===== src/rtl/config_pkg.sv =====
// config_pkg
// Shared definitions for the configuration edit controller:
//   - group encodings (which RTC register group is being edited)
//   - FSM state encoding
//   - per-group, per-field inclusive BCD limits and lookup helpers
// No ports; imported by config_edit_ctrl.
package config_pkg;

    localparam logic [1:0] GRP_HORA  = 2'd0;
    localparam logic [1:0] GRP_FECHA = 2'd1;
    localparam logic [1:0] GRP_TIMER = 2'd2;

    typedef enum logic [1:0] {
        ST_IDLE   = 2'd0,
        ST_EDIT   = 2'd1,
        ST_COMMIT = 2'd2
    } state_t;

    // Inclusive BCD limits. Timer shares the hora limits.
    localparam logic [7:0] HH_MIN   = 8'h00;
    localparam logic [7:0] HH_MAX   = 8'h23;
    localparam logic [7:0] MS_MIN   = 8'h00;
    localparam logic [7:0] MS_MAX   = 8'h59;
    localparam logic [7:0] DAY_MIN  = 8'h01;
    localparam logic [7:0] DAY_MAX  = 8'h31;
    localparam logic [7:0] MES_MIN  = 8'h01;
    localparam logic [7:0] MES_MAX  = 8'h12;
    localparam logic [7:0] YEAR_MIN = 8'h00;
    localparam logic [7:0] YEAR_MAX = 8'h99;

    // Field index: 0 = left, 1 = middle, 2 = right.
    function automatic logic [7:0] field_min(input logic [1:0] grp, input logic [1:0] idx);
        logic [7:0] m;
        m = 8'h00;
        if (grp == GRP_FECHA) begin
            case (idx)
                2'd0:    m = DAY_MIN;
                2'd1:    m = MES_MIN;
                default: m = YEAR_MIN;
            endcase
        end else begin
            case (idx)
                2'd0:    m = HH_MIN;
                default: m = MS_MIN;
            endcase
        end
        return m;
    endfunction

    function automatic logic [7:0] field_max(input logic [1:0] grp, input logic [1:0] idx);
        logic [7:0] m;
        m = 8'h00;
        if (grp == GRP_FECHA) begin
            case (idx)
                2'd0:    m = DAY_MAX;
                2'd1:    m = MES_MAX;
                default: m = YEAR_MAX;
            endcase
        end else begin
            case (idx)
                2'd0:    m = HH_MAX;
                default: m = MS_MAX;
            endcase
        end
        return m;
    endfunction

endpackage


===== src/rtl/bcd_field_step.sv =====
// bcd_field_step
// Combinational one-step BCD increment/decrement of a single 2-digit field
// with wrap-around at inclusive limits.
// Ports:
//   value    in  8  current packed BCD {tens,units}
//   min_val  in  8  inclusive lower limit (BCD)
//   max_val  in  8  inclusive upper limit (BCD)
//   inc      in  1  step up
//   dec      in  1  step down
//   next_val out 8  stepped value (value unchanged when neither or both steps)
// A value outside [min,max] or with a non-decimal nibble is treated as
// unusable: incrementing lands on min, decrementing lands on max.
module bcd_field_step (
    input  logic [7:0] value,
    input  logic [7:0] min_val,
    input  logic [7:0] max_val,
    input  logic       inc,
    input  logic       dec,
    output logic [7:0] next_val
);

    logic [3:0] hi;
    logic [3:0] lo;
    logic       valid;

    assign hi    = value[7:4];
    assign lo    = value[3:0];
    // Plain binary comparison is order-preserving for well-formed BCD.
    assign valid = (hi <= 4'd9) && (lo <= 4'd9) && (value >= min_val) && (value <= max_val);

    always_comb begin
        next_val = value;
        if (inc && !dec) begin
            if (!valid || value == max_val)
                next_val = min_val;
            else if (lo == 4'd9)
                next_val = {hi + 4'd1, 4'd0};
            else
                next_val = {hi, lo + 4'd1};
        end else if (dec && !inc) begin
            if (!valid || value == min_val)
                next_val = max_val;
            else if (lo == 4'd0)
                next_val = {hi - 4'd1, 4'd9};
            else
                next_val = {hi, lo - 4'd1};
        end
    end

endmodule


===== src/rtl/config_edit_ctrl.sv =====
// config_edit_ctrl
// Pushbutton-driven configuration controller feeding the VGA clock screen
// and the RTC write path.
// Ports:
//   clock, reset                 system clock, async active-low reset
//   sw_hora/sw_fecha/sw_timer    group-select switch levels (debounced)
//   btn_up/down/left/right       button levels (debounced)
//   cur_hora/cur_fecha/cur_timer current BCD values {f0,f1,f2}
//   write_ack                    RTC writer accepted the data
//   config_mode                  high while editing
//   cursor_location              selected field 0..2
//   edit_f0/f1/f2                edit-buffer BCD fields
//   edit_group                   0 hora, 1 fecha, 2 timer
//   write_req                    commit request, held until write_ack
// All inputs go through one register stage of edge detection, so an input
// edge shows on the outputs two clock edges later.
module config_edit_ctrl
    import config_pkg::*;
#(
    parameter int unsigned REPEAT_DELAY  = 50000000,
    parameter int unsigned REPEAT_PERIOD = 10000000
) (
    input  logic        clock,
    input  logic        reset,
    input  logic        sw_hora,
    input  logic        sw_fecha,
    input  logic        sw_timer,
    input  logic        btn_up,
    input  logic        btn_down,
    input  logic        btn_left,
    input  logic        btn_right,
    input  logic [23:0] cur_hora,
    input  logic [23:0] cur_fecha,
    input  logic [23:0] cur_timer,
    input  logic        write_ack,
    output logic        config_mode,
    output logic [1:0]  cursor_location,
    output logic [7:0]  edit_f0,
    output logic [7:0]  edit_f1,
    output logic [7:0]  edit_f2,
    output logic [1:0]  edit_group,
    output logic        write_req
);

    localparam logic [31:0] REP_FIRST = 32'(REPEAT_DELAY);
    localparam logic [31:0] REP_LAST  = 32'(REPEAT_DELAY + REPEAT_PERIOD);

    state_t      state;

    // Edge-detect history and registered edge events.
    logic        armed;
    logic [2:0]  sw_prev;
    logic        up_prev, down_prev, left_prev, right_prev;
    logic [2:0]  sw_rise_r, sw_fall_r;
    logic        inc_r, dec_r, left_r, right_r;
    logic [31:0] rep_cnt;

    logic [2:0]  sw;
    logic [2:0]  sw_rise, sw_fall;
    logic        held;
    logic        rep_hit;
    logic        left_rise, right_rise;

    assign sw = {sw_timer, sw_fecha, sw_hora};
    // armed masks the first cycle after reset so a switch already high at
    // release is taken as the starting level, not as an edge.
    assign sw_rise    = sw & ~sw_prev & {3{armed}};
    assign sw_fall    = ~sw & sw_prev & {3{armed}};
    assign held       = btn_up ^ btn_down;
    // Repeat hits at DELAY, then every PERIOD (counter wraps LAST -> FIRST+1).
    assign rep_hit    = held && (rep_cnt == REP_FIRST || rep_cnt == REP_LAST);
    assign left_rise  = btn_left & ~left_prev;
    assign right_rise = btn_right & ~right_prev;

    always_ff @(posedge clock or negedge reset) begin
        if (!reset) begin
            armed      <= 1'b0;
            sw_prev    <= 3'b000;
            up_prev    <= 1'b0;
            down_prev  <= 1'b0;
            left_prev  <= 1'b0;
            right_prev <= 1'b0;
            sw_rise_r  <= 3'b000;
            sw_fall_r  <= 3'b000;
            inc_r      <= 1'b0;
            dec_r      <= 1'b0;
            left_r     <= 1'b0;
            right_r    <= 1'b0;
            rep_cnt    <= 32'd0;
        end else begin
            armed      <= 1'b1;
            sw_prev    <= sw;
            up_prev    <= btn_up;
            down_prev  <= btn_down;
            left_prev  <= btn_left;
            right_prev <= btn_right;
            sw_rise_r  <= sw_rise;
            sw_fall_r  <= sw_fall;
            // Opposing buttons cancel: a step needs exactly one of up/down.
            inc_r      <= btn_up & ~btn_down & (~up_prev | rep_hit);
            dec_r      <= btn_down & ~btn_up & (~down_prev | rep_hit);
            left_r     <= left_rise & ~right_rise;
            right_r    <= right_rise & ~left_rise;
            if (!held || state != ST_EDIT)
                rep_cnt <= 32'd0;
            else if (rep_cnt == REP_LAST)
                rep_cnt <= REP_FIRST + 32'd1;
            else
                rep_cnt <= rep_cnt + 32'd1;
        end
    end

    // Group selection on entry: hora > fecha > timer.
    logic [1:0]  load_group;
    logic [23:0] load_bus;

    always_comb begin
        load_group = GRP_TIMER;
        load_bus   = cur_timer;
        if (sw_rise_r[0]) begin
            load_group = GRP_HORA;
            load_bus   = cur_hora;
        end else if (sw_rise_r[1]) begin
            load_group = GRP_FECHA;
            load_bus   = cur_fecha;
        end
    end

    // Falling edge of the switch that opened this edit session.
    logic sel_fall;

    always_comb begin
        case (edit_group)
            GRP_HORA:  sel_fall = sw_fall_r[0];
            GRP_FECHA: sel_fall = sw_fall_r[1];
            GRP_TIMER: sel_fall = sw_fall_r[2];
            default:   sel_fall = 1'b0;
        endcase
    end

    // Single shared stepper, fed with the field under the cursor.
    logic [7:0] field_val;
    logic [7:0] step_val;

    always_comb begin
        case (cursor_location)
            2'd0:    field_val = edit_f0;
            2'd1:    field_val = edit_f1;
            default: field_val = edit_f2;
        endcase
    end

    bcd_field_step u_step (
        .value    (field_val),
        .min_val  (field_min(edit_group, cursor_location)),
        .max_val  (field_max(edit_group, cursor_location)),
        .inc      (inc_r),
        .dec      (dec_r),
        .next_val (step_val)
    );

    always_ff @(posedge clock or negedge reset) begin
        if (!reset) begin
            state           <= ST_IDLE;
            config_mode     <= 1'b0;
            cursor_location <= 2'd0;
            edit_f0         <= 8'h00;
            edit_f1         <= 8'h00;
            edit_f2         <= 8'h00;
            edit_group      <= 2'd0;
            write_req       <= 1'b0;
        end else begin
            case (state)
                ST_IDLE: begin
                    if (|sw_rise_r) begin
                        edit_f0         <= load_bus[23:16];
                        edit_f1         <= load_bus[15:8];
                        edit_f2         <= load_bus[7:0];
                        edit_group      <= load_group;
                        cursor_location <= 2'd0;
                        config_mode     <= 1'b1;
                        state           <= ST_EDIT;
                    end
                end
                ST_EDIT: begin
                    // Exit wins over any button event registered alongside it.
                    if (sel_fall) begin
                        config_mode <= 1'b0;
                        write_req   <= 1'b1;
                        state       <= ST_COMMIT;
                    end else begin
                        if (inc_r || dec_r) begin
                            case (cursor_location)
                                2'd0:    edit_f0 <= step_val;
                                2'd1:    edit_f1 <= step_val;
                                default: edit_f2 <= step_val;
                            endcase
                        end
                        if (right_r) begin
                            cursor_location <= (cursor_location == 2'd2) ? 2'd0
                                                                         : cursor_location + 2'd1;
                        end else if (left_r) begin
                            cursor_location <= (cursor_location == 2'd0) ? 2'd2
                                                                         : cursor_location - 2'd1;
                        end
                    end
                end
                ST_COMMIT: begin
                    if (write_ack) begin
                        write_req <= 1'b0;
                        state     <= ST_IDLE;
                    end
                end
                default: begin
                    state <= ST_IDLE;
                end
            endcase
        end
    end

endmodule

===== config.mk =====
export PLATFORM = sky130hd
export DESIGN_NAME = config_edit_ctrl
export DESIGN_NICKNAME = d
export VERILOG_FILES = /design/src/rtl/config_pkg.sv /design/src/rtl/bcd_field_step.sv /design/src/rtl/config_edit_ctrl.sv
export SDC_FILE = /design/constraint.sdc
export NUM_CORES = 1
export LEC_CHECK = 0
export ABC_AREA = 1
export CORE_UTILIZATION = 57
export DETAILED_ROUTE_END_ITERATION = 8
export PLACE_DENSITY = 0.85
export SETUP_SLACK_MARGIN = 0.2
export SKIP_CTS_REPAIR_TIMING = 1
export SYNTH_ARGS = -nofsm -noshare
export SYNTH_HDL_FRONTEND = slang
export SYNTH_SLANG_ARGS = --single-unit

===== constraint.sdc =====
create_clock -name clock -period 7.3 [get_ports clock]
set_clock_uncertainty 0.2 [all_clocks]
set_input_delay 2.19 -clock clock [delete_from_list [all_inputs] [get_ports clock]]
set_output_delay 2.19 -clock clock [all_outputs]
set_load 0.02 [all_outputs]

==> results of run 1 <==
cell usage in the layout (no fill, tap or decap), types with 4 or more instances in the layout:
master,n
nor4_1,6
inv_2,8
nand4_1,19
inv_1,101
nor3_2,5
xor2_1,6
clkdlybuf4s50_1,110
a21oi_1,77
nand3_1,78
o21ai_0,18
ha_1,19
a31oi_1,5
nor3_1,21
nand2_1,223
clkbuf_8,9
a21boi_1,5
dfrtp_1,82
nand2_2,4
nor2_1,82
report_power, final:
group | internal, uW | switching (uW)
clock | 235 | 191
sequential | 554 | 112
combinational | 543 | 1030
worst reg2reg max path: stages, from the launching register on:
cell and delay, ns:
dfrtp_1 0.44, inv_1 0.11, ha_1 0.46, inv_2 0.16, nand2_1 0.34, o211ai_1 0.14, o21ai_1 0.30, inv_1 0.21
ha_1 0.32, nand2_1 0.05, nor2_1 0.15, nand4_1 0.21, nand2_1 0.27, nand3_4 0.16, inv_2 0.13, nand2_1 0.07
nand3_1 0.08, nand2_1 0.10, a22oi_1 0.22
synth_stat cells (2+ instances only):
| cell | instances |
|---|---|
| or2_2 | 3 |
| nand3_1 | 78 |
| xor2_1 | 6 |
| dfrtp_1 | 82 |
| and3_1 | 2 |
| nand2_1 | 223 |
| a21boi_0 | 2 |
| o21a_1 | 3 |
| nor4_1 | 6 |
| a211oi_1 | 2 |
| nand2_2 | 4 |
| o21ai_0 | 18 |
| o211ai_1 | 2 |
| nor3_2 | 5 |
| nor2_4 | 3 |
| ha_1 | 19 |
| buf_2 | 4 |
| buf_1 | 2 |
| inv_1 | 101 |
| nand3_2 | 2 |
| a21boi_1 | 5 |
| nor3_1 | 21 |
| clkbuf_1 | 13 |
| nor2_1 | 82 |
| nor3b_1 | 2 |
| a31oi_1 | 5 |
| inv_2 | 8 |
| a21oi_1 | 77 |
| a22oi_1 | 2 |
| o31ai_1 | 2 |
| o21bai_1 | 3 |
| nand4_1 | 19 |
| nor2_2 | 3 |
| o21ai_2 | 2 |
how the worst min path moves through the flow:
stage,start,end,cells after the start
after detailed placement,sw_prev[0]$_DFF_PN0_,sw_rise_r[0]$_DFF_PN0_,1
after global placement,sw_prev[0]$_DFF_PN0_,sw_rise_r[0]$_DFF_PN0_,1
final,sw_prev[0]$_DFF_PN0_,sw_rise_r[0]$_DFF_PN0_,1
after CTS,sw_prev[0]$_DFF_PN0_,sw_rise_r[0]$_DFF_PN0_,1
after global routing,sw_prev[0]$_DFF_PN0_,sw_rise_r[0]$_DFF_PN0_,1
after floorplan,sw_prev[1]$_DFF_PN0_,sw_rise_r[1]$_DFF_PN0_,1
final cells by class:
| cell class | count | area (um^2) |
|---|---|---|
| clock buffer | 9 | 123.9 |
| clock inverter | 7 | 130.1 |
| fill | 750 | 2333 |
| inverter | 109 | 409.1 |
| multi-input combinational | 611 | 3053 |
| sequential | 82 | 2052 |
| tap | 129 | 161.4 |
| timing repair buffer | 111 | 1109 |
per-layer routing:
layer / vias up / GRT usage / share of wire / wire length, um
met4: 0 / 0.1405 / 0.032 / 559
met2: 399 / 0.5856 / 0.44 / 7790
met5: - / 0 / 0 / 0
met3: 56 / 0.06211 / 0.12 / 2035
li1: 2891 / - / - / -
met1: 2865 / 0.4962 / 0.41 / 7195
flip-flops by register name, summed over array words and instances, names as in the netlist:
signal,cells
armed,1
config_mode,1
cursor_location,2
dec_r,1
down_prev,1
edit_f0,8
edit_f1,8
edit_f2,8
edit_group,2
inc_r,1
left_prev,1
left_r,1
rep_cnt,32
right_prev,1
right_r,1
state,2
sw_fall_r,3
sw_prev,3
sw_rise_r,3
up_prev,1
write_req,1
kinds of logic (layout without fill, tap and decap cells):
family          after synthesis  in the layout  share of synthesized area
simple gates                458            458                     0.3649
buf+inv                     130            236                    0.08990
compound gates              126            126                     0.1254
flops                        82             82                     0.3658
fa+ha+maj                    19             19                    0.04238
xor+xnor                      7              7                    0.01093
other cells                   1              1                  0.0006686
per-stage QoR:
step | cell area, um^2 | util | power, uW | hold WS (ns)
global route | 7038 | 0.7510 | 2862 | 0.2520
global placement | 6784 | 0.7239 | 2176 | 0.2040
detailed placement | 6784 | 0.7239 | 2205 | 0.2089
finish | 7038 | 0.7510 | 2662 | 0.2276
CTS | 7038 | 0.7510 | 2632 | 0.2344
floorplan | 5609 | - | 1687 | 0.2000
==> results.toml, run 1 <==
[critical_path]
crit_type = "register to register"
critPathSlowestCell = "ha_1"
r2r_end = "edit_f1[2]$_DFFE_PN0P_"
required_ns = 7.37
cp-end-kind = "register"
cp_top_family = "simple AND/OR/NAND/NOR gates"
r2r_slack_ns = 3.07
reg2reg_depth = 18
startpoint_type = "register"
cp.arrival_ns = 4.30
critical_path.startpoint = "cursor_location[0]$_DFFE_PN0P_"
slowest_delay_ns = 0.46
endpoint = "edit_f1[2]$_DFFE_PN0P_"
critPathMaxFanout = 11
path_cells = "inv_1 > ha_1 > inv_2 > nand2_1 > o211ai_1 > o21ai_1 > inv_1 > ha_1 > nand2_1 > nor2_1 > nand4_1 > nand2_1 > nand3_4 > inv_2 > nand2_1 > nand3_1 > nand2_1 > a22oi_1"
worstSetupPathDepth = 18
reg2reg_from = "cursor_location[0]$_DFFE_PN0P_"
cpMostUsedCell = "nand2_1"
path_buf_inv = 4

[timing]
final_max_slew_viol_count = 0
setup_viol = 0
fmax_ghz = 0.2367
hold_viol_final = 0
tightest_slew_ns = 1.113
setup_slack_ns = 3.075
fin_setup_tns_ns = 0
fin_crit_ns = 4.225
fin_crit_sh = 0.5788
slew_headroom = 0.2583
rsz0062_at_grt = "false"

[global_route]
grt_max_degree = 83
grt_pass1_vias = 5800
grt_pass1_wl_um = 28530
grt.overflow.total = 0
antenna_found_initial = 0
grt_usage = 0.3645

[floorplan]
start_util = 0.5985
die_area_um2 = 10240
core_area_um2 = 9371
rows = 35
fp.dieH_um = 101.2
die_x_um = 101.2
io_pins = 112

[final_layout]
nets = 1025
fin_cells = 1058
insertedDiodeCount = 0
area_delta_synth_final_pct = 25.47
drive_gt1_frac = 0.05382

[placement]
dp.cells = 1042
portBuffers = 111
dp_hpwl_um = 13510
place_ws_ns = 2.815
place.gp.congestion = 1.020

[run]
max_cap_violations = 0

[detailed_routing]
routed_via_density = 5.871
via_count = 6211
drt_iter0_drc = 557
drcViolationCount = 0
drtPass1Iterations = 5
wire_per_inst_um = 16.62
routed_wl_um = 17580
ant_nets = 0

[run_status]
status = "complete, no violations"

[yosys]
yosys_warnings = 0
yosysTopAreaCell = "dfrtp_1"
synthCells = 823
synth_top_area_frac = 0.3658
synthTopCellsByArea = "dfrtp_1 (37%), nand2_1 (15%), nand3_1 (7.0%)"
synth.ff_latch_count = 82
synth_fp_nets = 924
ys.flop_type = "dfrtp_1"
ys_seq_area_frac = 0.3658
synthDistinctLibCells = 46
synth_edf_count = 0
syn_area_per_cell_um2 = 6.815
async_flop_share = 1.000
syn_area_um2 = 5609

[clocking]
htreeDepth = 3
cts_sinks = 82
clockBufferDepth = 2
cts_buffers = 9
cts.clk_slew.worst_paths_ns = 0.09
cts_root_buffer = "clkbuf_8"
clk_latency_ns = 0.37
cts_tree = "yes"

[power_and_ir_drop]
p_leak_uw = 0.003190
ir_worst_vdd_uv = 211.3
cellPowerDensity_nw_per_um2 = 378.2

[min_path]
hp-class = "register to register"
(Power assumes the default switching activity.)
==> inputs of run 2 (changes only) <==
CORE_UTILIZATION = 48   (was 57)
PLACE_DENSITY = 0.76   (was 0.85)
clock period = 3.5 ns   (was 7.3 ns; I/O delays follow)
==> results.toml, run 2 (synthesized netlist as in run 1, its figures left out) <==
[critical_path]
path_cells = "inv_2 > ha_4 > buf_4 > nand2_1 > nand2_1 > a31oi_2 > inv_2 > ha_4 > a21oi_2 > nor2_1 > a211oi_2 > nand2_2 > nand2_4 > nand3_4 > nand2_1 > nand2_1 > o21bai_1 > nand2_2 > a21oi_2"
crit_type = "register to register"
reg2reg_from = "cursor_location[0]$_DFFE_PN0P_"
startpoint_type = "register"
cp_top_family = "compound AO/OA/AOI/OAI gates"
r2r_end = "edit_f2[4]$_DFFE_PN0P_"
cpMostUsedCell = "nand2_1"
r2r_slack_ns = 0.30
slowest_delay_ns = 0.46
critPathMaxFanout = 9
cp-end-kind = "register"
required_ns = 3.56
path_buf_inv = 3
cp.arrival_ns = 3.27
critPathSlowestCell = "dfrtp_2"
reg2reg_depth = 19

[floorplan]
fp.dieH_um = 110.1
core_area_um2 = 11420
io_pins = 112
die_area_um2 = 12120
die_x_um = 110.1
rows = 39
start_util = 0.4912

[global_route]
grt.overflow.total = 0
grt_pass1_vias = 5461
grt.met1_usage = 0.4012
use_met3 = 0.04703
busiest_layer = "met2"
met2_usage = 0.4710
antenna_found_initial = 0
grt_pass1_wl_um = 26860
grt_max_degree = 50
grt_usage = 0.2911

[power_and_ir_drop]
seqPwrFrac = 0.223
cellPowerDensity_nw_per_um2 = 820.6
clkPwrFrac = 0.161
p_leak_uw = 0.003384
ir_worst_vdd_uv = 570.2
p_int_uw = 3184
swShare = 0.4823
comb_power_share = 0.616
p_switching_uw = 2967

[timing]
rsz0062_at_grt = "true"
final_max_slew_viol_count = 0
fmax_ghz = 0.3120
holdWs_ns = 0.2209
fin_setup_tns_ns = 0
fin_crit_ns = 3.205
slew_headroom = 0.4045
setup_viol = 0
hold_viol_final = 0
tightest_slew_ns = 0.8923
fin_crit_sh = 0.9157

[clocking]
cts_sinks = 82
cts.clk_slew.worst_paths_ns = 0.06
cts_root_buffer = "clkbuf_16"
cts_tree = "yes"
clockBufferDepth = 2
cts_buffers = 9
htreeDepth = 3
clk_latency_ns = 0.34

[placement]
portBuffers = 111
place.gp.congestion = 1.009
dp.cells = 1079
dp_hpwl_um = 13060

[final_layout]
layout_common_cells = "nand2_1 (218), clkdlybuf4s50_1 (110), inv_1 (97), dfrtp_1 (81), nor2_1 (79)"
insertedDiodeCount = 0
drive_gt1_frac = 0.1115
fin_cells = 1103
nets = 1056
largest_reg_flops = 32
layout_commonest_cell = "nand2_1"
area_delta_synth_final_pct = 33.64
top_register = "rep_cnt"

[detailed_routing]
wire_per_inst_um = 15.40
drtPass1Iterations = 5
routed_via_density = 5.477
routed_wl_um = 16980
drcViolationCount = 0
drt_iter0_drc = 417
via_count = 6041
ant_nets = 0

[min_path]
hp-class = "register to register"
whs_path_depth = 1
hold_end = "sw_rise_r[2]$_DFF_PN0_"
min_from = "sw_prev[2]$_DFF_PN0_"

[run]
max_cap_violations = 0

[run_status]
status = "complete, no violations"
## run 2: layer usage
layer	part of all wire	routed length, um
met5	0	0
met3	0.082	1392
met4	0.025	427
met1	0.44	7490
met2	0.45	7671
## run 2: worst max-delay path by stage
stage | slack [ns] | start | cells past startpoint | end
finish | 0.30 | cursor_location[0]$_DFFE_PN0P_ | 19 | edit_f2[4]$_DFFE_PN0P_
global route | 0.16 | cursor_location[0]$_DFFE_PN0P_ | 19 | edit_f2[4]$_DFFE_PN0P_
CTS | 0.07 | cursor_location[1]$_DFFE_PN0P_ | 18 | edit_f2[4]$_DFFE_PN0P_
detailed placement | 0.09 | cursor_location[1]$_DFFE_PN0P_ | 18 | edit_f2[4]$_DFFE_PN0P_
global placement | 0.22 | cursor_location[1]$_DFFE_PN0P_ | 18 | edit_f1[4]$_DFFE_PN0P_
floorplan | 0.21 | cursor_location[1]$_DFFE_PN0P_ | 20 | edit_f0[5]$_DFFE_PN0P_
## run 2: final cells by class
type / count / area, um^2
fill: 996 / 3923
multi-input combinational: 612 / 3191
timing repair buffer: 141 / 1350
inverter: 109 / 411.6
clock inverter: 6 / 72.57
tap: 143 / 178.9
clock buffer: 10 / 239.0
sequential: 82 / 2053
## run 2: power by group through the flow
stage	clock, uW	combinational [uW]	sequential, uW
global placement	0	3360	1370
finish	993	3790	1370
detailed placement	0	3390	1380
global route	1040	4150	1380
CTS	995	3400	1360
floorplan	0	2020	1510
## run 2: stage by stage
step / util / instance area, um^2 / worst slack [ns] / power (uW)
after floorplan: - / 5617 / 0.2127 / 3525
after global placement: 0.6125 / 6994 / 0.2158 / 4730
after detailed placement: 0.6125 / 6994 / 0.08948 / 4763
after CTS: 0.6398 / 7306 / 0.07494 / 5755
after global routing: 0.6565 / 7496 / 0.1647 / 6571
final: 0.6565 / 7496 / 0.2950 / 6151
